`config.mk`:
```
export PLATFORM = sky130hd
export DESIGN_NAME = layer_mixer
export DESIGN_NICKNAME = d
export VERILOG_FILES = /design/src/rtl/layer_mixer.sv
export SDC_FILE = /design/constraint.sdc
export NUM_CORES = 1
export LEC_CHECK = 0
export BUFFER_PORTS_ARGS = -buffer_cell sky130_fd_sc_hd__buf_4
export CAP_MARGIN = 25
export CORE_ASPECT_RATIO = 0.8
export CORE_MARGIN = 1
export CORE_UTILIZATION = 32
export CTS_BUF_LIST = sky130_fd_sc_hd__clkbuf_16
export DETAILED_ROUTE_END_ITERATION = 16
export HOLD_SLACK_MARGIN = 0.08
export PLACE_DENSITY_LB_ADDON = 0.05
export SETUP_SLACK_MARGIN = 0.3
export SKIP_CTS_REPAIR_TIMING = 1
export SYNTH_ARGS = -nofsm -noshare
export SYNTH_HDL_FRONTEND = slang
export SYNTH_SLANG_ARGS = --single-unit
export TNS_END_PERCENT = 30
```
`constraint.sdc`:
```
create_clock -name clk_vga -period 2.5 [get_ports clk_vga]
set_input_delay 0.125 -clock clk_vga [delete_from_list [all_inputs] [get_ports clk_vga]]
set_output_delay 0.125 -clock clk_vga [all_outputs]
set_load 0.01 [all_outputs]
```
`src/rtl/layer_mixer.sv`:
```
// -----------------------------------------------------------------------------
// layer_mixer
//
// N-layer pixel compositor sitting between the VGA timing driver and the DAC.
// Each pixel takes the lowest-index layer that is both opaque and enabled.
// If no layer qualifies, the background colour is used. Blanking forces black.
// An optional frame-synchronous global fade then scales every channel.
// The syncs are delayed so that the DAC outputs and the syncs leave together.
//
// Optional feature macro: LAYER_MIXER_FADE_EN
//   defined   : fade FSM, frame counter and channel scaling are built.
//   undefined : stage 2 is a plain register, level reads 16, busy reads 0.
//
// Ports:
//   clk_vga        pixel clock
//   rst            asynchronous, active-high reset
//   layer_rgb_i    packed layer colours, layer k at [k*RGB_W +: RGB_W]
//   layer_alpha_i  per-layer opaque flag
//   layer_en_i     per-layer runtime enable mask
//   h_sync_i       horizontal sync from the timing driver (active-low)
//   v_sync_i       vertical sync from the timing driver (active-low)
//   disp_i         active-video flag from the timing driver
//   fade_req_i     single-cycle fade command strobe
//   fade_cmd_i     2'b01 fade out, 2'b10 fade in, other codes do nothing
//   vga_rgb_o      composited pixel {R,G,B}
//   h_sync_o       delayed h_sync, aligned with vga_rgb_o
//   v_sync_o       delayed v_sync, aligned with vga_rgb_o
//   disp_o         delayed disp, aligned with vga_rgb_o
//   fade_busy_o    a fade is in progress
//   fade_level_o   current brightness, 0..16
// -----------------------------------------------------------------------------
module layer_mixer #(
  parameter int               N_LAYERS         = 4,
  parameter int               RGB_W            = 12,
  parameter logic [RGB_W-1:0] BG_RGB           = 12'h024,
  parameter int               SYNC_LAT         = 2,
  parameter int               FADE_STEP_FRAMES = 4
) (
  input  logic                      clk_vga,
  input  logic                      rst,
  input  logic [N_LAYERS*RGB_W-1:0] layer_rgb_i,
  input  logic [N_LAYERS-1:0]       layer_alpha_i,
  input  logic [N_LAYERS-1:0]       layer_en_i,
  input  logic                      h_sync_i,
  input  logic                      v_sync_i,
  input  logic                      disp_i,
  input  logic                      fade_req_i,
  input  logic [1:0]                fade_cmd_i,
  output logic [RGB_W-1:0]          vga_rgb_o,
  output logic                      h_sync_o,
  output logic                      v_sync_o,
  output logic                      disp_o,
  output logic                      fade_busy_o,
  output logic [4:0]                fade_level_o
);

  localparam int CW = RGB_W / 3;

  // Timing bundle {h_sync, v_sync, disp}. Reset value: syncs idle high, disp low.
  localparam logic [2:0] SYNC_RST = 3'b110;

  logic [2:0]       syncAl;
  logic [RGB_W-1:0] pix1_d;
  logic [RGB_W-1:0] pix1_q;
  logic [2:0]       sync1_q;
  logic [RGB_W-1:0] rgb_d;
  logic [RGB_W-1:0] rgb_q;
  logic [2:0]       sync2_q;
  logic [4:0]       level;

  // Delay line that moves the timing signals behind the sprite ROM read
  // latency. With zero latency the raw inputs are already aligned.
  generate
    if (SYNC_LAT == 0) begin : gNoDly
      assign syncAl = {h_sync_i, v_sync_i, disp_i};
    end else begin : gDly
      logic [2:0] dly_q [SYNC_LAT];

      always_ff @(posedge clk_vga or posedge rst) begin
        if (rst) begin
          for (int i = 0; i < SYNC_LAT; i++) dly_q[i] <= SYNC_RST;
        end else begin
          dly_q[0] <= {h_sync_i, v_sync_i, disp_i};
          for (int i = 1; i < SYNC_LAT; i++) dly_q[i] <= dly_q[i-1];
        end
      end

      assign syncAl = dly_q[SYNC_LAT-1];
    end
  endgenerate

  // Layer select. The loop runs from the highest index down, so the last
  // qualifying assignment is the lowest index and wins priority.
  always_comb begin
    pix1_d = BG_RGB;
    for (int k = N_LAYERS - 1; k >= 0; k--) begin
      if (layer_alpha_i[k] && layer_en_i[k]) pix1_d = layer_rgb_i[k*RGB_W +: RGB_W];
    end
    if (!syncAl[0]) pix1_d = '0;
  end

  // Stage 1 register: selected pixel plus the timing it belongs to.
  always_ff @(posedge clk_vga or posedge rst) begin
    if (rst) begin
      pix1_q  <= '0;
      sync1_q <= SYNC_RST;
    end else begin
      pix1_q  <= pix1_d;
      sync1_q <= syncAl;
    end
  end

`ifdef LAYER_MIXER_FADE_EN

  localparam int              CNTW      = $clog2(FADE_STEP_FRAMES + 1);
  localparam logic [CNTW-1:0] STEP_LAST = CNTW'(FADE_STEP_FRAMES - 1);

  typedef enum logic [1:0] {IDLE, FADE_OUT, FADE_IN} fadeState_t;

  fadeState_t      state_q;
  logic [CNTW-1:0] frameCnt_q;
  logic [4:0]      level_q;
  logic            busy_q;
  logic            vsPrev_q;
  logic            frameTick;

  // Frame tick is the falling edge of the raw v_sync. The history register
  // resets high so that a sync held low through reset does not fire a tick.
  always_ff @(posedge clk_vga or posedge rst) begin
    if (rst) vsPrev_q <= 1'b1;
    else     vsPrev_q <= v_sync_i;
  end

  assign frameTick = vsPrev_q & ~v_sync_i;

  // Fade controller. Requests are only taken in IDLE, so a tick on the same
  // cycle as an accepted request is not counted. Level moves only on tick
  // cycles, which keeps every brightness change on a frame boundary.
  always_ff @(posedge clk_vga or posedge rst) begin
    if (rst) begin
      state_q    <= IDLE;
      frameCnt_q <= '0;
      level_q    <= 5'd16;
      busy_q     <= 1'b0;
    end else begin
      case (state_q)
        IDLE: begin
          if (fade_req_i && (fade_cmd_i == 2'b01) && (level_q != 5'd0)) begin
            state_q    <= FADE_OUT;
            busy_q     <= 1'b1;
            frameCnt_q <= '0;
          end else if (fade_req_i && (fade_cmd_i == 2'b10) && (level_q != 5'd16)) begin
            state_q    <= FADE_IN;
            busy_q     <= 1'b1;
            frameCnt_q <= '0;
          end
        end
        FADE_OUT: begin
          if (frameTick) begin
            if (frameCnt_q == STEP_LAST) begin
              frameCnt_q <= '0;
              level_q    <= level_q - 5'd1;
              if (level_q == 5'd1) begin
                state_q <= IDLE;
                busy_q  <= 1'b0;
              end
            end else begin
              frameCnt_q <= frameCnt_q + CNTW'(1);
            end
          end
        end
        FADE_IN: begin
          if (frameTick) begin
            if (frameCnt_q == STEP_LAST) begin
              frameCnt_q <= '0;
              level_q    <= level_q + 5'd1;
              if (level_q == 5'd15) begin
                state_q <= IDLE;
                busy_q  <= 1'b0;
              end
            end else begin
              frameCnt_q <= frameCnt_q + CNTW'(1);
            end
          end
        end
        default: begin
          state_q <= IDLE;
          busy_q  <= 1'b0;
        end
      endcase
    end
  end

  assign level        = level_q;
  assign fade_level_o = level_q;
  assign fade_busy_o  = busy_q;

  // Channel scaling: (c * level) >> 4 at CW+5 bits, truncated back to CW.
  // Level 16 reproduces the channel exactly because c*16 >> 4 == c.
  always_comb begin
    rgb_d = '0;
    for (int c = 0; c < 3; c++) begin
      rgb_d[c*CW +: CW] = CW'(({5'b0, pix1_q[c*CW +: CW]} * {{CW{1'b0}}, level}) >> 4);
    end
  end

`else

  logic fadeCtrl_unused;

  assign fadeCtrl_unused = &{1'b0, fade_req_i, fade_cmd_i};
  assign level           = 5'd16;
  assign fade_level_o    = level;
  assign fade_busy_o     = 1'b0;

  // Without the fade, stage 2 only keeps the latency identical.
  always_comb begin
    rgb_d = pix1_q;
  end

`endif

  // Stage 2 register drives the DAC pins and the aligned syncs.
  always_ff @(posedge clk_vga or posedge rst) begin
    if (rst) begin
      rgb_q   <= '0;
      sync2_q <= SYNC_RST;
    end else begin
      rgb_q   <= rgb_d;
      sync2_q <= sync1_q;
    end
  end

  assign vga_rgb_o = rgb_q;
  assign h_sync_o  = sync2_q[2];
  assign v_sync_o  = sync2_q[1];
  assign disp_o    = sync2_q[0];

endmodule

```
# After elaboration in Yosys (flattened, before gate mapping)
# Cells that the tools add are included.
# Widths: inputs -> output; s select.
# classes
add_sub_neg	0
multipliers	0
div_mod_pow	0
n_lt_le_gt_ge	0
n_eq_ne	0
shift	0
muxes	5
bitwise	0
reduce_logical	4
# ops
operator	count
$mux 12	5
$logic_and 1x1->1	4
# word_totals
regBits	36
latchBits	0
ram_bits	0
romBits	0
inputBits	64
output_inout_bits	21
word_cells	15
memories	0

# Longest topological paths before layout
# logic_depth
ltp_word	6
depth_mapped	4
ltp_nobuf	3

# Least setup slack after synthesis
# OpenSTA, ideal clock, no wires.
# synth_timing
path_kind	input-to-reg
from	in layer_alpha_i[2]
to	reg pix1_q[0]
arrival_time_ps	905
t_required_ps	2404
setup_slack_ps	1499
path_stages	4
n_path_buf	1
cell_sequence	and2_4 -> buf_6 -> o311a_1 -> o31ai_1
# synth_via
elab_chain_len	5
# synth_rtl
element	line_no	source
from (decl)	42	input logic [N_LAYERS-1:0] layer_alpha_i,
$logic_and 1x1->1	97	if (layer_alpha_i[k] && layer_en_i[k]) pix1_d = layer_rgb_i[k*RGB_W +: RGB_W];
$mux 12 (3 in a row)	97	
$mux 12	99	if (!syncAl[0]) pix1_d = '0;
via pix1_d[0]	63	logic [RGB_W-1:0] pix1_d;
to (signal assigned)	108	pix1_q <= pix1_d;
to (decl)	64	logic [RGB_W-1:0] pix1_q;
# The timed path passes the listed nets, and every way through them passes these cells.

# Final worst setup path
# layout_timing
from	reg gDly.dly_q, in the netlist syncAl[0]
to	reg pix1_q[6]
# layout_via
elab_chain_len	1
# layout_rtl
element	line_no	source
from (decl)	77	logic [2:0] dly_q [SYNC_LAT];
$mux 12	99	
via pix1_d[6]	63	
# The timed path passes the listed nets, and every way through them passes these cells.

==> summary.md <==
| Metric | Value |
|---|---|
| Status | complete, no violations |
| Cell area after synthesis | 0.00145 mm^2 |
| Final max-slew violation count | 0 |
| CTS tree | built |
| Max Buffers Root-to-Sink | 2 |
| Routed length on met3 | 215 um |
| Share of post-route cells with drive strength above 1 | 0.432 |
| Fin. Hold Viols | 0 |
| WP data required | 2.67 ns |
| Worst-path clk slew | 0.05 ns |
| Initial core utilization | 0.340 |
| Syn Area/Cell | 11.3 um^2 |
| Hpwl dp | 2550 um |
| Metal-1 WL | 1560 um |
| Final setup vio count | 0 |
| CP Capture Type | flop |
| Worst Slack Setup Final | 1.37 ns |
| Max-slew headroom | 0.507 |
| Top layer in use | met4 |
| First-pass GRT wire length | 5660 um |
| Measured slew at the worst slew-check pin | 0.738 ns |
| Latest clock arrival within the worst-skew pair | 0.27 ns |
| Critical path buffers and inverters | 0 |
| Worst path top cell family by delay | simple AND/OR/NAND/NOR gates |
| Diodes inserted | 0 |
| Die Wd | 77.2 um |
| Met2 wire len | 1680 um |
| GRT Total Usage | 0.156 |
| Sink Count | 36 |
| Fillers | 408 |
| Slowest stage delay, CP | 0.43 ns |
| Synth warn | 0 |
| Worst Path Arrival | 1.30 ns |
| Minimum clock period | 1.13 ns |
| Drt drc | 0 |
| Nets@finish | 276 |
| Maxcap violations | 0 |
| Final period util | 0.452 |
| Clk root buf | clkbuf_16 |
| Initial drt markers | 38 |
| Hold crit path type | primary input to flop |
| Initial antenna violation count | 0 |
| Worst setup path category | flop to flop |
| Leakage power | 0.00111 uW |
| CP startpoint kind | flop |
| Via count | 1,217 |
| Fmax | 885 MHz |
| CP Max Fanout | 10 |
| Yosys reg bits | 36 |
| Slowest cell on the critical path | and3_1 |
| IO Port Bufs | 75 |
| Avg Vias per Cell | 4.51 |
| Gpl congestion | 0.716 |
| Core area | 0.00426 mm^2 |
| Routed WL | 3480 um |
| Sequential area share after synthesis | 0.630 |
| RSZ-0062 raised after global routing | false |
| Number of iterations in the first detailed-routing pass | 4 |
| Cts bufs inserted | 5 |
| Die area | 0.00479 mm^2 |
| Synth unique cells | 20 |
| Critical Path, Cell by Cell | and3_1 -> nand2_1 -> o31ai_1 |
| Largest net degree at the start of global routing | 37 |
| Max rail drop VDD | 0.000391 V |
| Pre-CTS setup slack | 1.17 ns |
| Pwr per Cell Area | 668 mW/mm^2 |
| Total grt overflow | 0 |
| Die Ht | 62.1 um |
| Vias in the first global route | 1,237 |
| Post-synthesis cell count | 128 |
| Area Overhead vs Synth | 57.4% |
| Skew final | 0.00252 ns |
| Ports | 85 |
| FP Rows | 21 |
| Final core occ | 0.535 |
| Antenna viol nets, final | 0 |
| Routed len/inst | 12.9 um |
| H-tree depth | 2 |
| Fin Setup TNS | 0 ns |
final cells by class:
| cell class | count | area [um^2] | area share |
|---|---|---|---|
| clock buffers | 5 | 125 | 0.0550 |
| clock inverters | 3 | 38.8 | 0.0170 |
| inverters | 11 | 41.3 | 0.0181 |
| multi-input cells | 72 | 418 | 0.184 |
| flip-flops and latches | 36 | 911 | 0.400 |
| well taps | 57 | 71.3 | 0.0313 |
| repair buffers | 86 | 671 | 0.295 |
per-layer routing:
metal,global-route usage,up-vias
li1,-,600
met5,0,-
met2,0.259,53
met4,0.0566,0
met1,0.190,562
met3,0.0485,2
state kept, by name, indices dropped and copies added, names as in the netlist:
name	cells
sync2_q	3
syncAl	3
gDly.dly_q	3
vga_rgb_o	12
sync1_q	3
pix1_q	12
worst min-delay path, cell delays in order:
cell and delay (ns):
buf_4 0.08, nand2_1 0.04, o31ai_1 0.05
worst paths after layout:
check | slack, ns | startpoint | depth (start not counted) | to
worst min-delay path | 0.06 | layer_rgb_i[3] | 3 | pix1_q[3]
worst max-delay path | 1.37 | syncAl[0] | 3 | pix1_q[6]
worst max register to register | 1.37 | syncAl[0] | 3 | pix1_q[6]
max in group asynchronous | 1.64 | rst | 4 | gDly.dly_q[4]
worst min register to register | 0.34 | pix1_q[11] | 0 | vga_rgb_o[11]
min in group asynchronous | 0.51 | rst | 4 | syncAl[0]
synth_stat cells:
| library cell | instances | area share |
|---|---|---|
| conb_1 | 2 | 0.0052 |
| o311a_1 | 10 | 0.069 |
| nand2_1 | 14 | 0.036 |
| and2_4 | 1 | 0.0061 |
| dfrtp_1 | 28 | 0.48 |
| dlymetal6s2s_1 | 1 | 0.0086 |
| nand3b_1 | 2 | 0.010 |
| nand3_1 | 12 | 0.042 |
| dfstp_2 | 8 | 0.15 |
| a31oi_1 | 2 | 0.0086 |
| clkinv_1 | 10 | 0.026 |
| o311ai_1 | 2 | 0.012 |
| clkbuf_1 | 4 | 0.010 |
| o31ai_1 | 10 | 0.052 |
| buf_4 | 7 | 0.036 |
| inv_1 | 1 | 0.0026 |
| nor2_1 | 10 | 0.026 |
| and3_1 | 1 | 0.0043 |
| o21ai_0 | 2 | 0.0069 |
| buf_6 | 1 | 0.0078 |
cell usage in the layout, fill, tap and decap left out, types with 2 or more instances in the layout:
master / netlist / final
a31oi_1: 2 / 2
clkinv_1: 10 / 10
o31ai_1: 10 / 10
o21ai_0: 2 / 2
inv_1: 1 / 2
o311a_1: 10 / 10
nand3b_1: 2 / 2
clkbuf_16: 0 / 5
dfrtp_1: 28 / 28
o311ai_1: 2 / 2
conb_1: 2 / 6
nand3_1: 12 / 12
dlygate4sd3_1: 0 / 10
buf_4: 7 / 76
nand2_1: 14 / 14
dfstp_2: 8 / 8
nor2_1: 10 / 10
cell families (layout without fill, tap and decap cells):
group,after synthesis,in the layout,share of synthesized area
and+or+nand+nor,40,40,0.125
other,2,6,0.00519
buffers and inverters,24,105,0.0917
AOI/OAI and AO/OA,26,26,0.149
DFF,36,36,0.630
report_power, final:
part | internal [uW] | leakage (uW) | switching (uW)
Combinational | 119 | 0.000582 | 90.3
Sequential | 628 | 0.000444 | 10.6
Clock | 464 | 0.0000850 | 209
Total | 1210 | 0.00111 | 310
stage by stage:
step                total power, uW  hold slack (ns)  cell area (um^2)  std cells
finish                         1520           0.0616              2280        270
global route                   1590           0.0814              2280        270
CTS                            1530          -0.0478              2180        260
detailed placement              847            0.235              2010        252
global placement                841            0.234              2010        252
floorplan                       735            0.129              1460        132
(Power assumes the default switching activity.)
